### config.mk
export PLATFORM = sky130hd
export DESIGN_NAME = rr_mux_array
export DESIGN_NICKNAME = d
export VERILOG_FILES = /design/src/rtl/rr_mux_array.sv
export SDC_FILE = /design/constraint.sdc
export NUM_CORES = 1
export LEC_CHECK = 0
export ABC_AREA = 1
export ABC_CLOCK_PERIOD_IN_PS = 4480
export CAP_MARGIN = 25
export CORE_MARGIN = 2
export CORE_UTILIZATION = 42
export CTS_CLUSTER_SIZE = 12
export DETAILED_ROUTE_END_ITERATION = 16
export GPL_TIMING_DRIVEN = 0
export PLACE_DENSITY = 0.87
export SYNTH_ARGS = -nofsm -noshare
export SYNTH_HDL_FRONTEND = slang
export SYNTH_SLANG_ARGS = --single-unit
### constraint.sdc
create_clock -name clk -period 4.48 [get_ports clk]
set_input_delay 0.896 -clock clk [delete_from_list [all_inputs] [get_ports clk]]
set_output_delay 0.896 -clock clk [all_outputs]
set_load 0.02 [all_outputs]
### src/rtl/rr_mux_array.sv
// N-channel arbitrating multiplexer with one output register stage.
// Round-robin or fixed-priority grant, optional packet lock held until an in_last beat.
module rr_mux_array #(
  parameter int SIZE     = 16,
  parameter int CHANNELS = 4,
  parameter int RR       = 1,
  parameter int LOCK     = 0,
  localparam int CW      = (CHANNELS > 2) ? $clog2(CHANNELS) : 1
) (
  input  logic                     clk,
  input  logic                     reset,
  input  logic [CHANNELS*SIZE-1:0] in_data,
  input  logic [CHANNELS-1:0]      in_valid,
  input  logic [CHANNELS-1:0]      in_last,
  output logic [CHANNELS-1:0]      in_ready,
  output logic [SIZE-1:0]          out_data,
  output logic [CW-1:0]            out_chan,
  output logic                     out_last,
  output logic                     out_valid,
  input  logic                     out_ready
);

  // Handshake: a beat moves on any edge where valid and ready are both high.
  // Upstream ready is one-hot on the granted channel and only when the output
  // register is empty or draining this cycle; valid must not wait for ready.

  logic [SIZE-1:0] ch_data [CHANNELS];

  for (genvar i = 0; i < CHANNELS; i++) begin : g_unpack
    assign ch_data[i] = in_data[i*SIZE +: SIZE];
  end

  logic [SIZE-1:0] out_data_q, out_data_d;
  logic [CW-1:0]   out_chan_q, out_chan_d;
  logic            out_last_q, out_last_d;
  logic            out_valid_q, out_valid_d;
  logic [CW-1:0]   ptr_q, ptr_d;
  logic            locked_q, locked_d;
  logic [CW-1:0]   lock_chan_q, lock_chan_d;

  logic          load;
  logic          grant_found;
  logic [CW-1:0] grant_idx;
  logic [CW-1:0] cand;
  logic [CW:0]   sum;
  logic          xfer;

  assign load = !out_valid_q || out_ready;

  always_comb begin
    grant_found = 1'b0;
    grant_idx   = '0;
    cand        = '0;
    sum         = '0;
    if (LOCK != 0 && locked_q) begin
      grant_idx   = lock_chan_q;
      grant_found = in_valid[lock_chan_q];
    end else if (RR != 0) begin
      // Search p, p+1, ... with wrap so the channel after the last winner goes first.
      for (int k = 0; k < CHANNELS; k++) begin
        sum = {1'b0, ptr_q} + (CW+1)'(k);
        if (sum >= (CW+1)'(CHANNELS)) sum = sum - (CW+1)'(CHANNELS);
        cand = sum[CW-1:0];
        if (!grant_found && in_valid[cand]) begin
          grant_found = 1'b1;
          grant_idx   = cand;
        end
      end
    end else begin
      for (int k = 0; k < CHANNELS; k++) begin
        cand = CW'(k);
        if (!grant_found && in_valid[cand]) begin
          grant_found = 1'b1;
          grant_idx   = cand;
        end
      end
    end
  end

  assign xfer = load && grant_found && !reset;

  always_comb begin
    in_ready = '0;
    if (xfer) begin
      for (int k = 0; k < CHANNELS; k++) begin
        in_ready[k] = (grant_idx == CW'(k));
      end
    end
  end

  always_comb begin
    out_data_d  = out_data_q;
    out_chan_d  = out_chan_q;
    out_last_d  = out_last_q;
    out_valid_d = out_valid_q;
    ptr_d       = ptr_q;
    locked_d    = locked_q;
    lock_chan_d = lock_chan_q;
    if (xfer) begin
      out_valid_d = 1'b1;
      out_data_d  = ch_data[grant_idx];
      out_chan_d  = grant_idx;
      out_last_d  = in_last[grant_idx];
      if (RR != 0) begin
        ptr_d = (grant_idx == CW'(CHANNELS-1)) ? '0 : grant_idx + CW'(1);
      end
      if (LOCK != 0) begin
        locked_d    = !in_last[grant_idx];
        lock_chan_d = grant_idx;
      end
    end else if (out_ready) begin
      out_valid_d = 1'b0;
    end
  end

  always_ff @(posedge clk) begin
    if (reset) begin
      out_data_q  <= '0;
      out_chan_q  <= '0;
      out_last_q  <= 1'b0;
      out_valid_q <= 1'b0;
      ptr_q       <= '0;
      locked_q    <= 1'b0;
      lock_chan_q <= '0;
    end else begin
      out_data_q  <= out_data_d;
      out_chan_q  <= out_chan_d;
      out_last_q  <= out_last_d;
      out_valid_q <= out_valid_d;
      ptr_q       <= ptr_d;
      locked_q    <= locked_d;
      lock_chan_q <= lock_chan_d;
    end
  end

  assign out_data  = out_data_q;
  assign out_chan  = out_chan_q;
  assign out_last  = out_last_q;
  assign out_valid = out_valid_q;

endmodule

==> metrics, run 1 <==
Post-Synthesis Mean Instance Area 5.81 µm²; proportion of power drawn by combinational gates 76.9%; endpoint kind of the worst setup timing path output port; fraction of final layout cells with drive strength greater than 1 8.17%; horizontal die dimension 68.7 µm; root buffer selected by CTS clkbuf_8; TritonCTS clock tree yes; number of vias per cell 5.00; DP Wirelength 4430 µm; first-pass detailed-route iteration total 5; synthesis-to-layout area growth 61.8%; Syn. warnings 0; post-route DRC violation count 0; R2R Setup Slk 2.30 ns; net switching share of the total power 52.4%; clock period minus worst slack 4.14 ns; first-pass GRT wire length 8910 µm; clock slew at the register clock pins of the worst setup and hold paths 0.08 ns; number of antenna violations at the first check in global routing 0; Clk network pwr share 6.4%; number of global-route vias before repair 2128; crit path kind input pin to output port; die area 0.00472 mm²; max capacitance violation total 0; deepest clock path buffer count 2; Hold Path Class flop to flop; number of setup violations in the final report 0; number of instances in the synthesized netlist 303; Sum Neg Setup Slack 0 ns; IR Drop Worst-Case VDD 0.427 mV; transition time of the tightest slew-check pin 0.487 ns; Worst setup SP type input pin; sequential power share 16.7%; row cnt 23; post-synth net total 379; internal power summed over all cells 949 µW; status completed; Synth area leaders dfxtp_1 25%, nand2_1 23%, nand3_1 21%, nor2_1 6.4%, inv_1 5.1%; Initial Utilization 43.7%; cell type with the highest aggregate area in the netlist dfxtp_1; routability cong. 0.898; number of max-slew violations in the final report 0; data required time of the worst path 3.58 ns; post-layout net count 482; post-route antenna net violation count 0; register area 440 µm²; TritonCTS Buffers 3; combined area of the multi-input logic cells 0.00110 mm²; overall routing resource usage 24.8%; final hold violation count 0; maximum number of pins on one net before global-route repair 12; grt total ovfl 0; NetSw 1040 µW; tightest slew margin relative to the limit 67.5%; Ant. Diodes 0; leakage power figure 0.00138 µW; Die Y 68.7 µm; vias 2270; number of buffers inserted by port buffering 98; final-layout fill cell count 370; tightest hold margin 0.473 ns; post-synthesis cell area 0.00176 mm²; setup repair after global routing missed its margin false; synthesis-stage register bit count 22; initial drt markers 161; share of Yosys cell area claimed by the top area cell type 25.0%; level count of the clock H-tree 1; Clock Latency Late Sink 0.26 ns; number of top-level design ports 99; fmax 0.242 GHz; Sink Count 22; power density cells 700 mW/mm²; Worst Clk Skew 0.00237 ns; placeable core area 0.00403 mm²; Worst Path Arrival 3.24 ns; number of different library cells in the post-synthesis netlist 26; maximum fanout encountered on the critical timing path 10; wire length after detailed routing 5620 µm; WL/cell 12.4 µm; register area share after synthesis 25.0%; fraction of the cycle the final worst path needs 92.4%
[cell families (layout without fill, tap and decap cells)]
family                   Yosys count  in the layout  share of synthesized area [%]
AO/OA/AOI/OAI                      8              8                           2.77
adder cells (fa/ha/maj)            1              1                          0.711
buffers and inverters             43            144                           12.2
flip-flops                        22             22                           25.0
AND/OR/NAND/NOR                  229            229                           59.3
[cell usage in the layout (no fill, tap or decap)]
cell type        synthesis  layout
nand2_2                  3       3
nand2_4                  2       2
nor2_8                   1       1
nand2_1                110     110
dlymetal6s2s_1           0       1
o21ai_0                  2       2
nor2_4                   2       2
a21oi_1                  2       2
inv_6                    1       1
clkdlybuf4s50_1          0      97
nand3b_1                 2       2
dfxtp_1                 22      22
buf_2                    5       5
nand3_4                  1       1
nand3_1                 75      75
clkbuf_8                 0       3
clkbuf_1                 2       2
inv_1                   24      24
nor2_2                   1       1
nand3_2                  2       2
a21boi_0                 1       1
inv_2                    4       4
nor2_1                  30      30
a21oi_2                  1       1
buf_4                    3       3
o21ai_1                  1       1
buf_6                    4       4
o31ai_1                  1       1
ha_1                     1       1
[final cells by class]
cell class                      count  area share [%]
Tap cell                           50            2.20
Sequential cell                    22            15.5
Multi-Input combinational cell    238            38.8
Buffer                             14            3.52
Inverter                           29            4.00
Clock buffer                        3            1.45
Timing Repair Buffer               98            34.5
[state kept, by name, indices dropped and copies added, names as in the netlist]
register	count
ptr_q	2
out_chan	2
out_valid	1
out_data	16
out_last	1
[what timing repair did]
| item | in CTS | in global routing |
|---|---|---|
| gates resized for setup | 0 | 1 |
| endpoints found under the setup margin | 0 | 1 |
| hold buffers | 0 | 0 |
| buffers inserted | 0 | 0 |
[worst max-delay path, cell delays in order]
cell and delay [ns]:
clkdlybuf4s50_1 0.48, inv_1 0.05, nand2_1 0.08, nand3_1 0.08, nand2_1 0.14, inv_1 0.10
nand3b_1 0.17, nand3_4 0.17, inv_1 0.13, buf_4 0.18, nand2_1 0.08, nor2_1 0.09
clkdlybuf4s50_1 0.60
[final timing paths]
check / endpoint / depth (start not counted) / start
worst max-delay path: in_ready[1] / 13 / in_valid[1]
worst max register to register: ptr_q[1] / 14 / ptr_q[1]
worst min register to register: out_data[8] / 2 / out_data[8]
worst min-delay path: out_data[8] / 2 / out_data[8]
[metrics by stage]
| step | utilization (%) | worst slack [ns] | std cells | cell area [µm²] | power, µW |
|---|---|---|---|---|---|
| final | 70.7 | 0.341 | 454 | 2850 | 1990 |
| after global placement | 69.6 | 0.265 | 451 | 2800 | 1830 |
| after detailed placement | 69.6 | 0.232 | 451 | 2800 | 1870 |
| after global routing | 70.7 | 0.144 | 454 | 2850 | 2180 |
| after CTS | 70.6 | 0.228 | 454 | 2840 | 2000 |
| after floorplan | - | 1.28 | 303 | 1760 | 1390 |
[per-layer routing]
metal	vias up	part of all wire (%)	GRT usage [%]
met5	-	0	0
met4	0	1.2	6.86
met3	8	8.8	5.68
met2	89	51	47.4
met1	1009	39	27.2
li1	1164	-	-
[cell usage after synthesis, drive strengths merged]
cell    instances
o21ai           3
nor2           34
dfxtp          22
inv            29
a21oi           3
buf            12
nand2         115
a21boi          1
nand3b          2
clkbuf          2
ha              1
nand3          78
o31ai           1
[power groups by stage]
stage                     Sequential [µW]  Clock, µW  Combinational [µW]
after floorplan                       428          0                 966
after global placement                333          0                1500
after detailed placement              338          0                1530
after CTS                             334        127                1540
after global routing                  343        138                1700
final                                 333        127                1530
Note: power is estimated with default switching activity, not from simulation.
==> run 2, diff against run 1 <==
--- a/config.mk
+++ b/config.mk
@@ -8,6 +8,7 @@
 export ABC_AREA = 1
 export ABC_CLOCK_PERIOD_IN_PS = 4480
 export CAP_MARGIN = 25
+export CORE_ASPECT_RATIO = 1.75
 export CORE_MARGIN = 2
 export CORE_UTILIZATION = 42
 export CTS_CLUSTER_SIZE = 12
==> metrics, run 2 (synthesized netlist as in run 1, its figures left out) <==
proportion of power drawn by combinational gates 76.4%; first-pass GRT wire length 9020 µm; fraction of final layout cells with drive strength greater than 1 8.40%; number of vias per cell 4.98; number of top-level design ports 99; routability cong. 0.899; most frequent standard cell in the layout excluding fill and tap cells nand2_1; Largest register FFs 16; first-pass detailed-route iteration total 4; tightest slew margin relative to the limit 68.1%; Worst Path Arrival 3.36 ns; number of max-slew violations in the final report 0; number of setup violations in the final report 0; number of setup buffers added after CTS 0; number of antenna violations at the first check in global routing 0; vias 2263; Ant. Diodes 0; register area 440 µm²; Layout Cells excl Fill 454; Gates resized, CTS repair 0; power density cells 711 mW/mm²; crit path kind input pin to output port; wire length after detailed routing 5880 µm; origin of the critical flop-to-flop path ptr_q[0]; Die Y 89.6 µm; endpoint kind of the worst setup timing path output port; data required time of the worst path 3.58 ns; deepest clock path buffer count 2; number of cells after detailed placement 450; die area 0.00474 mm²; Worst Clk Skew 0.00254 ns; overall routing resource usage 25.1%; final hold violation count 0; fmax 0.235 GHz; clock slew at the register clock pins of the worst setup and hold paths 0.08 ns; grt total ovfl 0; Worst setup SP type input pin; transition time of the tightest slew-check pin 0.479 ns; DP Wirelength 4620 µm; Clock Latency Late Sink 0.26 ns; hold_buf cts 0; leakage power figure 0.00137 µW; TritonCTS Buffers 3; fraction of the cycle the final worst path needs 95.0%; post-route antenna net violation count 0; number of buffers inserted by port buffering 98; number of global-route vias before repair 2074; WL/cell 13.0 µm; post-route DRC violation count 0; Sink Count 22; TritonCTS clock tree yes; final-layout fill cell count 373; setup repair after global routing missed its margin false; status completed; internal power summed over all cells 969 µW; row cnt 31; power consumption 2030 µW; horizontal die dimension 52.9 µm; placeable core area 0.00407 mm²; commonest cells after routing, fill and taps aside 110 x nand2_1, 98 x clkdlybuf4s50_1, 75 x nand3_1, 30 x nor2_1, 24 x inv_1; level count of the clock H-tree 1; initial drt markers 52; Sum Neg Setup Slack 0 ns; synthesis-to-layout area growth 62.4%; Clk network pwr share 7.1%; net switching share of the total power 52.3%; maximum number of pins on one net before global-route repair 13; combined area of the multi-input logic cells 0.00110 mm²; IR Drop Worst-Case VDD 0.564 mV; maximum fanout encountered on the critical timing path 10; clock period minus worst slack 4.26 ns; Hold Path Class flop to flop; max capacitance violation total 0; beginning of the critical path in_valid[3]; sequential power share 16.5%; hold path startpoint out_data[13]; Initial Utilization 43.2%; root buffer selected by CTS clkbuf_8; NetSw 1060 µW; post-layout net count 482
-- run 2: cell count changes in the layout (fill, tap and decap cells not counted) --
cell             delta
clkbuf_8            +1
clkdlybuf4s50_1     +1
dlymetal6s2s_1      -1
-- run 2: stage by stage --
stage / area [µm²] / setup slack, ns / utilization, % / hold slack (ns)
finish: 2860 / 0.222 / 70.1 / 0.473
detailed placement: 2800 / 0.229 / 68.8 / 0.459
global placement: 2800 / 0.259 / 68.8 / 0.451
CTS: 2860 / 0.218 / 70.1 / 0.473
global route: 2860 / 0.0357 / 70.1 / 0.497
floorplan: 1760 / 1.28 / - / 0.519
-- run 2: worst paths after layout --
path / endpoint / slack (ns) / cells past startpoint
setup reg to reg: ptr_q[1] / 2.32 / 13
hold reg to reg: out_data[13] / 0.47 / 2
hold / removal: out_data[13] / 0.47 / 2
setup / recovery: in_ready[3] / 0.22 / 15
-- run 2: worst max-delay path, cell delays in order --
cell	delay, ns
clkdlybuf4s50_1	0.42
inv_1	0.08
nand2_1	0.06
nand3_1	0.11
nand2_2	0.10
nor2_4	0.15
nand3_2	0.11
nand2_4	0.13
nand2_4	0.13
inv_6	0.12
buf_6	0.15
ha_1	0.15
inv_1	0.04
nor2_1	0.08
clkdlybuf4s50_1	0.62
-- run 2: cell type report --
class,instances,share of cell area [%]
Sequential cell,22,15.4
Inverter,29,3.99
Tap cell,49,2.15
Clock buffer,4,1.93
Timing Repair Buffer,98,34.3
Buffer,14,3.50
Multi-Input combinational cell,238,38.7
-- run 2: metal layers --
metal	track usage (%)	vias up	routed length, µm
met1	27.6	998	2180
met3	2.81	14	322
li1	-	1164	-
met5	0	-	0
met4	11.7	0	204
met2	46.5	87	3180
-- run 2: power by group through the flow --
stage          Combinational (µW)  Clock, µW  Sequential [µW]
6_report                     1550        144              334
5_1_grt                      1710        157              345
4_1_cts                      1560        146              333
3_5_place_dp                 1550          0              337
3_3_place_gp                 1520          0              333
2_1_floorplan                 966          0              428
